<file path="src/rtl/ahb_master_interface_pkg.sv">
// Shared AHB-Lite encodings and the initiator FSM state type.
// Used by the AHB master interface and its address generator.
package ahb_master_interface_pkg;

    // Transfer type encodings (BUSY is never issued by this initiator)
    localparam logic [1:0] HTRANS_IDLE   = 2'b00;
    localparam logic [1:0] HTRANS_NONSEQ = 2'b10;
    localparam logic [1:0] HTRANS_SEQ    = 2'b11;

    // Burst and size encodings
    localparam logic [2:0] HBURST_SINGLE = 3'b000;
    localparam logic [2:0] HBURST_INCR   = 3'b001;
    localparam logic [2:0] HSIZE_WORD    = 3'b010;

    // Slave response encodings
    localparam logic [1:0] HRESP_OKAY    = 2'b00;
    localparam logic [1:0] HRESP_ERROR   = 2'b01;

    // Byte stride between consecutive word beats
    localparam int unsigned BEAT_BYTES   = 4;

    // Initiator state: idle, address phase of a beat, data phase of the
    // final beat, and the second cycle of a two-cycle ERROR response
    typedef enum logic [1:0] {
        ST_IDLE = 2'd0,
        ST_ADDR = 2'd1,
        ST_LAST = 2'd2,
        ST_ERR  = 2'd3
    } state_e;

    // Burst type for a command: single-beat commands are SINGLE, the rest INCR
    function automatic logic [2:0] hburst_for(input logic single_beat);
        return single_beat ? HBURST_SINGLE : HBURST_INCR;
    endfunction

endpackage

</file>
<file path="src/rtl/ahb_master_interface_if.sv">
// AHB-Lite bus bundle between the initiator and the bridge slave port.
// The master modport drives the address/control/write-data side.
interface ahb_master_interface_if #(
    parameter int ADDR_W = 32,
    parameter int DATA_W = 32
);

    logic [ADDR_W-1:0] Haddr;
    logic [1:0]        Htrans;
    logic              Hwrite;
    logic [2:0]        Hsize;
    logic [2:0]        Hburst;
    logic [DATA_W-1:0] Hwdata;
    logic [DATA_W-1:0] Hrdata;
    logic              Hreadyin;
    logic [1:0]        Hresp;

    modport master (
        output Haddr, Htrans, Hwrite, Hsize, Hburst, Hwdata,
        input  Hrdata, Hreadyin, Hresp
    );

    modport slave (
        input  Haddr, Htrans, Hwrite, Hsize, Hburst, Hwdata,
        output Hrdata, Hreadyin, Hresp
    );

endinterface

</file>
<file path="src/rtl/ahb_master_interface_addr_gen.sv">
// Address generator for the AHB initiator: holds the current beat address
// and the count of beats still to be issued, and flags when the next word
// address starts a new 1KB region (AHB bursts must not cross it).
module ahb_master_interface_addr_gen
    import ahb_master_interface_pkg::*;
#(
    parameter int ADDR_W = 32,
    parameter int LEN_W  = 4
) (
    input  logic              i_clk,
    input  logic              i_rst_n,
    input  logic              i_load,
    input  logic [ADDR_W-1:0] i_load_addr,
    input  logic [LEN_W-1:0]  i_load_len,
    input  logic              i_advance,
    output logic [ADDR_W-1:0] o_addr,
    output logic              o_last_beat,
    output logic              o_cross_1k
);

    logic [ADDR_W-1:0] r_addr;
    logic [LEN_W-1:0]  r_beats_left;
    logic [ADDR_W-1:0] w_next_addr;

    // Word increment wraps modulo 2^ADDR_W by plain truncation
    assign w_next_addr = r_addr + ADDR_W'(BEAT_BYTES);

    assign o_addr      = r_addr;
    assign o_last_beat = (r_beats_left == '0);
    assign o_cross_1k  = (w_next_addr[9:0] == 10'd0);

    // Load a new command, or step to the next beat when an address phase completes
    always_ff @(posedge i_clk or negedge i_rst_n) begin
        // NOTE: sequential state uses non-blocking assignments so every register
        // samples pre-edge values, independent of statement order.
        if (!i_rst_n) begin
            r_addr       <= '0;
            r_beats_left <= '0;
        end else if (i_load) begin
            r_addr       <= i_load_addr & ~ADDR_W'(3);
            r_beats_left <= i_load_len;
        end else if (i_advance && !o_last_beat) begin
            r_addr       <= w_next_addr;
            r_beats_left <= r_beats_left - LEN_W'(1);
        end
    end

endmodule

</file>
<file path="src/rtl/ahb_master_interface.sv">
// AHB-Lite initiator: turns local single/INCR read and write commands into a
// pipelined AHB address/data sequence. Handles wait states, restarts bursts
// with NONSEQ at 1KB boundaries and aborts on a two-cycle ERROR response.
module ahb_master_interface
    import ahb_master_interface_pkg::*;
#(
    parameter int ADDR_W = 32,
    parameter int DATA_W = 32,
    parameter int LEN_W  = 4
) (
    input  logic              Hclk,
    input  logic              Hresetn,
    input  logic              cmd_valid,
    output logic              cmd_ready,
    input  logic [ADDR_W-1:0] cmd_addr,
    input  logic              cmd_write,
    input  logic [LEN_W-1:0]  cmd_len,
    input  logic [DATA_W-1:0] wr_data,
    output logic              wr_data_ack,
    output logic [DATA_W-1:0] rd_data,
    output logic              rd_valid,
    output logic              busy,
    output logic              err,
    ahb_master_interface_if.master bus
);

    state_e            r_state;
    logic              r_cmd_ready;
    logic              r_busy;
    logic              r_err;
    logic [1:0]        r_htrans;
    logic              r_hwrite;
    logic [2:0]        r_hburst;
    logic [DATA_W-1:0] r_hwdata;
    logic              r_dphase;     // a data phase is outstanding on the bus
    logic              r_rd_valid;
    logic [DATA_W-1:0] r_rd_data;

    logic              w_accept;
    logic              w_advance;
    logic              w_error_first;
    logic              w_rd_beat_done;
    logic              w_last_beat;
    logic              w_cross_1k;
    logic [ADDR_W-1:0] w_haddr;

    // Command handshake and pipeline events
    assign w_accept       = (r_state == ST_IDLE) && cmd_valid && r_cmd_ready;
    assign w_advance      = (r_state == ST_ADDR) && bus.Hreadyin;
    assign w_error_first  = r_dphase && !bus.Hreadyin && (bus.Hresp == HRESP_ERROR);
    assign w_rd_beat_done = r_dphase && !r_hwrite && bus.Hreadyin
                            && (bus.Hresp == HRESP_OKAY);

    ahb_master_interface_addr_gen #(
        .ADDR_W (ADDR_W),
        .LEN_W  (LEN_W)
    ) u_addr_gen (
        .i_clk       (Hclk),
        .i_rst_n     (Hresetn),
        .i_load      (w_accept),
        .i_load_addr (cmd_addr),
        .i_load_len  (cmd_len),
        .i_advance   (w_advance),
        .o_addr      (w_haddr),
        .o_last_beat (w_last_beat),
        .o_cross_1k  (w_cross_1k)
    );

    // Bus outputs
    assign bus.Haddr  = w_haddr;
    assign bus.Htrans = r_htrans;
    assign bus.Hwrite = r_hwrite;
    assign bus.Hsize  = HSIZE_WORD;
    assign bus.Hburst = r_hburst;
    assign bus.Hwdata = r_hwdata;

    // Local side outputs. The write-data acknowledge is combinational so the
    // data source can present the next beat on the very edge that consumes
    // the current one, sustaining zero-wait bursts.
    assign cmd_ready   = r_cmd_ready;
    assign busy        = r_busy;
    assign err         = r_err;
    assign rd_valid    = r_rd_valid;
    assign rd_data     = r_rd_data;
    assign wr_data_ack = w_advance && r_hwrite;

    // Transfer sequencing: command accept, beat advance, final data phase, error abort
    always_ff @(posedge Hclk or negedge Hresetn) begin
        if (!Hresetn) begin
            r_state     <= ST_IDLE;
            r_cmd_ready <= 1'b0;
            r_busy      <= 1'b0;
            r_err       <= 1'b0;
            r_htrans    <= HTRANS_IDLE;
            r_hwrite    <= 1'b0;
            r_hburst    <= HBURST_SINGLE;
            r_hwdata    <= '0;
            r_dphase    <= 1'b0;
        end else begin
            r_err <= 1'b0;
            case (r_state)
                ST_IDLE: begin
                    if (w_accept) begin
                        r_state     <= ST_ADDR;
                        r_cmd_ready <= 1'b0;
                        r_busy      <= 1'b1;
                        r_htrans    <= HTRANS_NONSEQ;
                        r_hwrite    <= cmd_write;
                        r_hburst    <= hburst_for(cmd_len == '0);
                    end else begin
                        r_cmd_ready <= 1'b1;
                    end
                end

                ST_ADDR: begin
                    if (w_error_first) begin
                        // Cancel the beat being offered and all later ones
                        r_state  <= ST_ERR;
                        r_htrans <= HTRANS_IDLE;
                        r_dphase <= 1'b0;
                    end else if (bus.Hreadyin) begin
                        r_dphase <= 1'b1;
                        if (r_hwrite) begin
                            r_hwdata <= wr_data;
                        end
                        if (w_last_beat) begin
                            r_state  <= ST_LAST;
                            r_htrans <= HTRANS_IDLE;
                        end else begin
                            r_htrans <= w_cross_1k ? HTRANS_NONSEQ : HTRANS_SEQ;
                        end
                    end
                end

                ST_LAST: begin
                    if (w_error_first) begin
                        r_state  <= ST_ERR;
                        r_dphase <= 1'b0;
                    end else if (bus.Hreadyin) begin
                        r_state     <= ST_IDLE;
                        r_dphase    <= 1'b0;
                        r_busy      <= 1'b0;
                        r_cmd_ready <= 1'b1;
                    end
                end

                ST_ERR: begin
                    // Second ERROR cycle: report the abort and release the command
                    if (bus.Hreadyin) begin
                        r_state     <= ST_IDLE;
                        r_err       <= 1'b1;
                        r_busy      <= 1'b0;
                        r_cmd_ready <= 1'b1;
                    end
                end

                default: begin
                    r_state <= ST_IDLE;
                end
            endcase
        end
    end

    // Read data capture: one rd_valid pulse per read beat completing with OKAY
    always_ff @(posedge Hclk or negedge Hresetn) begin
        if (!Hresetn) begin
            r_rd_valid <= 1'b0;
            r_rd_data  <= '0;
        end else begin
            r_rd_valid <= w_rd_beat_done;
            if (w_rd_beat_done) begin
                r_rd_data <= bus.Hrdata;
            end
        end
    end

endmodule

</file>
<file path="src/flat_wrapper.sv">
// flat-port wrapper written by rule: the top's interface ports become plain ports
module ahb_master_interface_flat import ahb_master_interface_pkg::*;
#(
    parameter int ADDR_W = 32,
    parameter int DATA_W = 32,
    parameter int LEN_W  = 4
)
  (Hclk, Hresetn, cmd_valid, cmd_ready, cmd_addr, cmd_write, cmd_len, wr_data, wr_data_ack, rd_data, rd_valid, busy, err, bus_Haddr, bus_Htrans, bus_Hwrite, bus_Hsize, bus_Hburst, bus_Hwdata, bus_Hrdata, bus_Hreadyin, bus_Hresp);
  ahb_master_interface_if #(.ADDR_W(ADDR_W), .DATA_W(DATA_W)) bus_i ();
  input  logic Hclk;
  input  logic Hresetn;
  input  logic cmd_valid;
  output logic cmd_ready;
  input  logic [ADDR_W-1:0] cmd_addr;
  input  logic cmd_write;
  input  logic [LEN_W-1:0] cmd_len;
  input  logic [DATA_W-1:0] wr_data;
  output logic wr_data_ack;
  output logic [DATA_W-1:0] rd_data;
  output logic rd_valid;
  output logic busy;
  output logic err;
  output wire logic [$bits(bus_i.Haddr)-1:0] bus_Haddr;
  output wire logic [$bits(bus_i.Htrans)-1:0] bus_Htrans;
  output wire logic [$bits(bus_i.Hwrite)-1:0] bus_Hwrite;
  output wire logic [$bits(bus_i.Hsize)-1:0] bus_Hsize;
  output wire logic [$bits(bus_i.Hburst)-1:0] bus_Hburst;
  output wire logic [$bits(bus_i.Hwdata)-1:0] bus_Hwdata;
  input wire logic [$bits(bus_i.Hrdata)-1:0] bus_Hrdata;
  input wire logic [$bits(bus_i.Hreadyin)-1:0] bus_Hreadyin;
  input wire logic [$bits(bus_i.Hresp)-1:0] bus_Hresp;
  assign bus_Haddr = bus_i.Haddr;
  assign bus_Htrans = bus_i.Htrans;
  assign bus_Hwrite = bus_i.Hwrite;
  assign bus_Hsize = bus_i.Hsize;
  assign bus_Hburst = bus_i.Hburst;
  assign bus_Hwdata = bus_i.Hwdata;
  assign bus_i.Hrdata = bus_Hrdata;
  assign bus_i.Hreadyin = bus_Hreadyin;
  assign bus_i.Hresp = bus_Hresp;
  ahb_master_interface #(.ADDR_W(ADDR_W), .DATA_W(DATA_W), .LEN_W(LEN_W)) u_core (.Hclk(Hclk), .Hresetn(Hresetn), .cmd_valid(cmd_valid), .cmd_ready(cmd_ready), .cmd_addr(cmd_addr), .cmd_write(cmd_write), .cmd_len(cmd_len), .wr_data(wr_data), .wr_data_ack(wr_data_ack), .rd_data(rd_data), .rd_valid(rd_valid), .busy(busy), .err(err), .bus(bus_i));
endmodule
</file>
<file path="config.mk">
export PLATFORM = sky130hd
export DESIGN_NAME = ahb_master_interface_flat
export DESIGN_NICKNAME = d
export VERILOG_FILES = /design/src/rtl/ahb_master_interface_pkg.sv /design/src/rtl/ahb_master_interface_if.sv /design/src/rtl/ahb_master_interface_addr_gen.sv /design/src/rtl/ahb_master_interface.sv /design/src/flat_wrapper.sv
export SDC_FILE = /design/constraint.sdc
export NUM_CORES = 1
export LEC_CHECK = 0
export ABC_AREA = 1
export CORE_MARGIN = 3
export CORE_UTILIZATION = 44
export DETAILED_ROUTE_END_ITERATION = 16
export PLACE_DENSITY = 0.78
export SLEW_MARGIN = 15
export SYNTH_ARGS = -nofsm -noshare
export SYNTH_HDL_FRONTEND = slang
export SYNTH_SLANG_ARGS = --single-unit
</file>
<file path="constraint.sdc">
create_clock -name Hclk -period 2 [get_ports Hclk]
set_clock_uncertainty 0.15 [all_clocks]
set_input_delay 0.4 -clock Hclk [delete_from_list [all_inputs] [get_ports Hclk]]
set_output_delay 0.4 -clock Hclk [all_outputs]
set_load 0.005 [all_outputs]
</file>
# Word level (Yosys, flattened, before mapping)
# Cells that the tools add are included.
# word_totals
regBits,113
input_bits,107
out_inout_bits,110
word_cells,87
# classes
n_addsub,2
n_eq_ne,9
n_mux,33
bitwise_logic,1
n_reduce_logical,29
# ops
op,count
two-way mux 32 bit,2
adder 32 x 3 -> 32 bit (second input constant),1
two-way mux 2 bit,10
two-way mux 1 bit,14
AND reduction 3 bit,4
logical AND 1 bit,10
logical NOT 10 bit,1
inequality test 3 x 2 -> 1 bit (second input constant),3
logical NOT 4 bit,2
two-way mux 4 bit,2
case mux 2 bit (4 select lines),1
case mux 1 bit (3 select lines),2
nonzero test 2 bit,3
equality test 2 x 1 -> 1 bit (second input constant),2
equality test 2 bit (second input constant),2
logical NOT 2 bit,2
inequality test 2 bit (second input constant),2
case mux 2 bit (2 select lines),1
AND reduction 2 bit,2
AND reduction 4 bit,1
subtractor 4 x 1 -> 4 bit (second input constant),1
logical NOT 1 bit,3
nonzero test 3 bit,1
case mux 1 bit (2 select lines),1
inverter 1 bit,1

# Longest topological paths before layout
# depth
depth_word,7
ltp_mapped,12
depth_no_buf,11

# Hierarchy
# From an unflattened synthesis, not the netlist that was laid out.
# hier_totals
cells_unflattened,743
area_unflattened_um2,5610.4
# modules_own_cells
mod,n_inst,cells_per_inst,area_per_inst_um2,seq_area_each_um2
ahb_master_interface,1,366,3106.7,1876.8
ahb_master_interface_addr_gen,1,377,2503.7,850.8

# Least setup slack after synthesis
# Ideal clock, no wire load.
# synth_path
path_kind,register to output
from,reg u_core.r_state[1]
to,out wr_data_ack
arrival_ns,1.191
required_time_ns,1.450
setup_slack_ns,0.259
stages_incl_launch_ff,6
n_path_buf,1
path_cell_list,dfrtp_1 inv_1 ha_1 nand3_1 inv_1 buf_2
# synth_between
elab_chain_len,3
# synth_lines
item,line_no,rtl
start: declaration,ahb_master_interface.sv:27,state_e r_state;
start signal: assignment,ahb_master_interface.sv:90,r_state <= ST_IDLE;
start signal: assignment,ahb_master_interface.sv:104,r_state <= ST_ADDR;
start signal: assignment,ahb_master_interface.sv:118,r_state <= ST_ERR;
equality test 2 x 1 -> 1 bit,ahb_master_interface.sv:49,assign w_advance = (r_state == ST_ADDR) && bus.Hreadyin;
logical AND 1 bit,ahb_master_interface.sv:49,
logical AND 1 bit,ahb_master_interface.sv:85,assign wr_data_ack = w_advance && r_hwrite;
end: declaration,flat_wrapper.sv:18,output logic wr_data_ack;
# No other way between the ends.

# Worst setup path in the final report
# layout_path
from,"reg u_core.r_cmd_ready, in the netlist u_core.cmd_ready"
to,out cmd_ready
# layout_lines
item,line_no,rtl
start: declaration,ahb_master_interface.sv:28,logic r_cmd_ready;
start signal: assignment,ahb_master_interface.sv:91,r_cmd_ready <= 1'b0;
start signal: assignment,ahb_master_interface.sv:105,r_cmd_ready <= 1'b0;
start signal: assignment,ahb_master_interface.sv:111,r_cmd_ready <= 1'b1;
end: declaration,flat_wrapper.sv:13,output logic cmd_ready;
# No word-level cell between the ends.

==> Implementation_results.wiki <==
{| class="wikitable"
! Metric !! Value
|-
| Outcome || complete, no violations
|-
| CP Data Required Time || 1450 ps
|-
| Count of cells along the worst register-to-register path || 10
|-
| Flip-flop and latch count after synthesis || 109
|-
| Number of design rule violations left after detail routing || 0
|-
| Category of the most critical setup path || flop to primary output
|-
| Leakage || 4.008 nW
|-
| Chip width || 118.8 um
|-
| Maximum resistive drop on vdd || 680.4 uV
|-
| Nets@finish || about 1100
|-
| Crit path buf inv count || 1
|-
| EDFF count, synth || 0
|-
| Clk Tree Root Cell || clkbuf_16
|-
| Yosys top cell by area || dfrtp_1
|-
| Ordered cell list for the critical path || clkdlybuf4s50_1
|-
| Post-synthesis cell count || 779
|-
| Max Cap Viol || 0
|-
| Starting DRC count in detailed routing || 272
|-
| Sink Count || 109
|-
| Final worst-path setup slack || 30.39 ps
|-
| Share of synthesized flip-flops with an asynchronous set or reset || 100.0%
|-
| Post-CTS clock slew at the launch and capture registers of the worst setup and hold paths || 70 ps
|-
| Final HPWL DP || 12.60 mm
|-
| Inserted Clock Buffers || 9
|-
| Starting utilization of the core area || 45.82%
|-
| Total Die Area || 0.01411 sq mm
|-
| Final instance area || 0.008354 sq mm
|-
| RSZ-0062 raised after global routing || no
|-
| Clock period minus final worst setup slack || 1970 ps
|-
| Total grt overflow || 0
|-
| Avg Synthesized Cell Area || 7.183 sq um
|-
| Commonest register cell after synthesis || dfrtp_1
|-
| Routability-driven placement congestion ratio || 0.8887
|-
| Largest fanout on the critical path || 3
|-
| Post-route clock period utilization || a little over nine tenths
|-
| Clock latency of the later-clocked register in the worst-skew pair || 350 ps
|-
| Global-route total usage across every layer || approximately a quarter
|-
| Worst Setup End Kind || primary output
|-
| Sequential cell area fraction in the yosys report || about half
|-
| Average routed wire per standard cell || 14.17 um
|-
| Leading cell types in the layout, fill and taps excluded || nand2_1, clkdlybuf4s50_1, dfrtp_1
|-
| Fraction of layout cells with a size suffix above 1 || 6.343%
|-
| Clock tree from TritonCTS || done
|-
| Warnings, synthesis || 0
|-
| 1st-pass router iterations || 5
|-
| Pwr dens || ~1400 mW/mm^2
|-
| Synth-to-layout area growth || 49.31%
|-
| Maximum clock insertion buffer count || 2
|-
| Core outline area || between 0.01 and 0.015 sq mm
|-
| Maximum number of pins on one net before global-route repair || 67
|-
| Number of rows created at floorplan || 40
|-
| Total routed wirelength || 16.68 mm
|-
| Via count of the first global-routing pass || 5601
|-
| Total number of vias || 5694
|-
| Maximum clock frequency || around 510 MHz
|-
| Ratio of routed vias to standard cells || around 4.8
|-
| Port Buffer Count || 207
|-
| # diodes || 0
|-
| DIE HEIGHT || approximately 120 um
|-
| Worst EP arrival || 1420 ps
|-
| Clock H-tree levels || 3
|-
| Post-Place Worst Slack || -102.0 ps
|-
| Area used by multi-input combinational logic || 0.002577 sq mm
|-
| Post-place instance area || 0.008021 sq mm
|-
| Start of the worst register-to-register path || u_core.u_addr_gen.r_beats_left[0]$_DFFE_PN0P_
|-
| Most common cell after layout, fill and taps aside || nand2_1
|-
| Standard cell with the maximum stage delay on the critical path || clkdlybuf4s50_1
|-
| Post-synth top area share || 48.75%
|-
| Final ANT Viol Nets || 0
|-
| Element type at the critical path start || flop
|-
| Post-synthesis cell area || around 0.0056 sq mm
|-
| Final hold violation count || 0
|-
| Cell variety after synth || 31
|-
| Critical Path Max Stage Delay || around 630 ps
|-
| Destination of the worst register-to-register timing path || u_core.u_addr_gen.o_addr[13]$_DFFE_PN0P_
|-
| Setup TNS || 0 ps
|-
| Worst setup slack for register-to-register paths || about 160 ps
|-
| Sequential cell area || 0.002728 sq mm
|-
| First-pass GRT wire length || 27.21 mm
|-
| Kind of cell adding the most delay to the critical path || buffers and inverters
|-
| Number of placed I/O pins || 217
|-
| Path class of the lowest-slack min-delay path || primary input to asynchronous set/reset pin
|-
| Initial antenna violation count || 1
|-
| Area contributors post-synth || dfrtp_1, nand2_1, nor2_1, nand3_1, inv_1
|-
| Pins Over Slew Limit || 0
|-
| Filler instances || 1081
|-
| Final setup violating endpoints || 0
|}
[worst max path at each step]
stage | start | endpoint | slack (ps) | cells past startpoint
after floorplan | u_core.r_state[1]$_DFFE_PN0P_ | wr_data_ack | 260 | 5
after global placement | bus_Hreadyin | wr_data_ack | -100 | 4
final | u_core.cmd_ready$_DFFE_PN0P_ | cmd_ready | 30 | 1
after detailed placement | bus_Hreadyin | wr_data_ack | -100 | 4
after global routing | u_core.u_addr_gen.r_beats_left[0]$_DFFE_PN0P_ | u_core.u_addr_gen.o_addr[13]$_DFFE_PN0P_ | 0.9 | 10
after CTS | u_core.r_state[0]$_DFFE_PN0P_ | u_core.u_addr_gen.r_beats_left[0]$_DFFE_PN0P_ | 3 | 10
[cells in the mapped netlist, types with 2 or more instances]
master and instances:
nand2_1 387, conb_1 2, o21a_1 2, dfrtp_1 109
o21ai_0 20, nor2_4 2, inv_1 50, nor3_1 2
nor2_2 3, buf_2 11, xnor2_1 3, o211ai_1 7
nand3_2 4, a31oi_1 2, ha_1 6, buf_4 9
nand3_1 51, xor2_1 4, clkbuf_1 9, a21oi_1 3
nor2_1 81, nand4_1 3
[where the power goes]
group | leakage (nW) | internal, W | switching (W)
sequential | 1.36 | 0.00321 | 0.000881
clock | 0.126 | 0.000849 | 0.000815
combinational | 2.52 | 0.00301 | 0.00253
total | 4.01 | 0.00707 | 0.00423
[per-layer routing]
metal	wire, um	vias to the layer above	part of all wire, %	GRT usage (%)
met5	18	-	0.11	0
met1	6607	2597	40	27.50
met3	1461	42	8.8	7.799
met4	544	2	3.3	10.21
met2	8048	211	48	40.36
li1	-	2842	-	-
[cell type report]
class | count | area share [%]
Clock inverter | 5 | 0.4493
Sequential cell | 109 | 32.65
Timing Repair Buffer | 239 | 28.46
Clock buffer | 11 | 2.786
Inverter | 51 | 2.291
Multi-Input combinational cell | 594 | 30.85
Tap cell | 168 | 2.516
[sequential cells by signal, indices dropped and copies added (netlist names)]
register	flops
u_core.bus.Htrans	2
u_core.rd_valid	1
u_core.bus.Hburst	1
u_core.rd_data	32
u_core.r_state	2
u_core.u_addr_gen.r_beats_left	4
u_core.bus.Hwrite	1
u_core.bus.Hwdata	32
u_core.err	1
u_core.u_addr_gen.o_addr	30
u_core.cmd_ready	1
u_core.busy	1
u_core.r_dphase	1
[kinds of logic (layout without fill, tap and decap cells)]
group,count (synthesis),count (layout),share of synthesized area [%]
fa+ha+maj,6,6,1.342
flops,109,109,48.75
buf+inv,81,306,6.283
simple gates,537,537,38.48
xor+xnor,7,7,1.096
compound gates,37,37,3.913
other cells,2,7,0.1342
[what timing repair did]
item,in CTS,in global routing
gates resized for setup,4,7
endpoints found under the hold margin,11,0
buffers inserted,1,0
hold buffers,1,0
endpoints found under the setup margin,1,34
[through the flow]
stage / util [%] / instances / power, W / hold slack, ps
floorplan: - / 784 / 0.006403 / -45.59
global placement: 65.69 / 1159 / 0.009406 / 127.6
detailed placement: 65.69 / 1159 / 0.009538 / 128.6
CTS: 68.14 / 1177 / 0.01130 / 295.4
global route: 68.41 / 1177 / 0.01221 / 320.0
finish: 68.41 / 1177 / 0.01130 / 305.1
(Power assumes the default switching activity.)
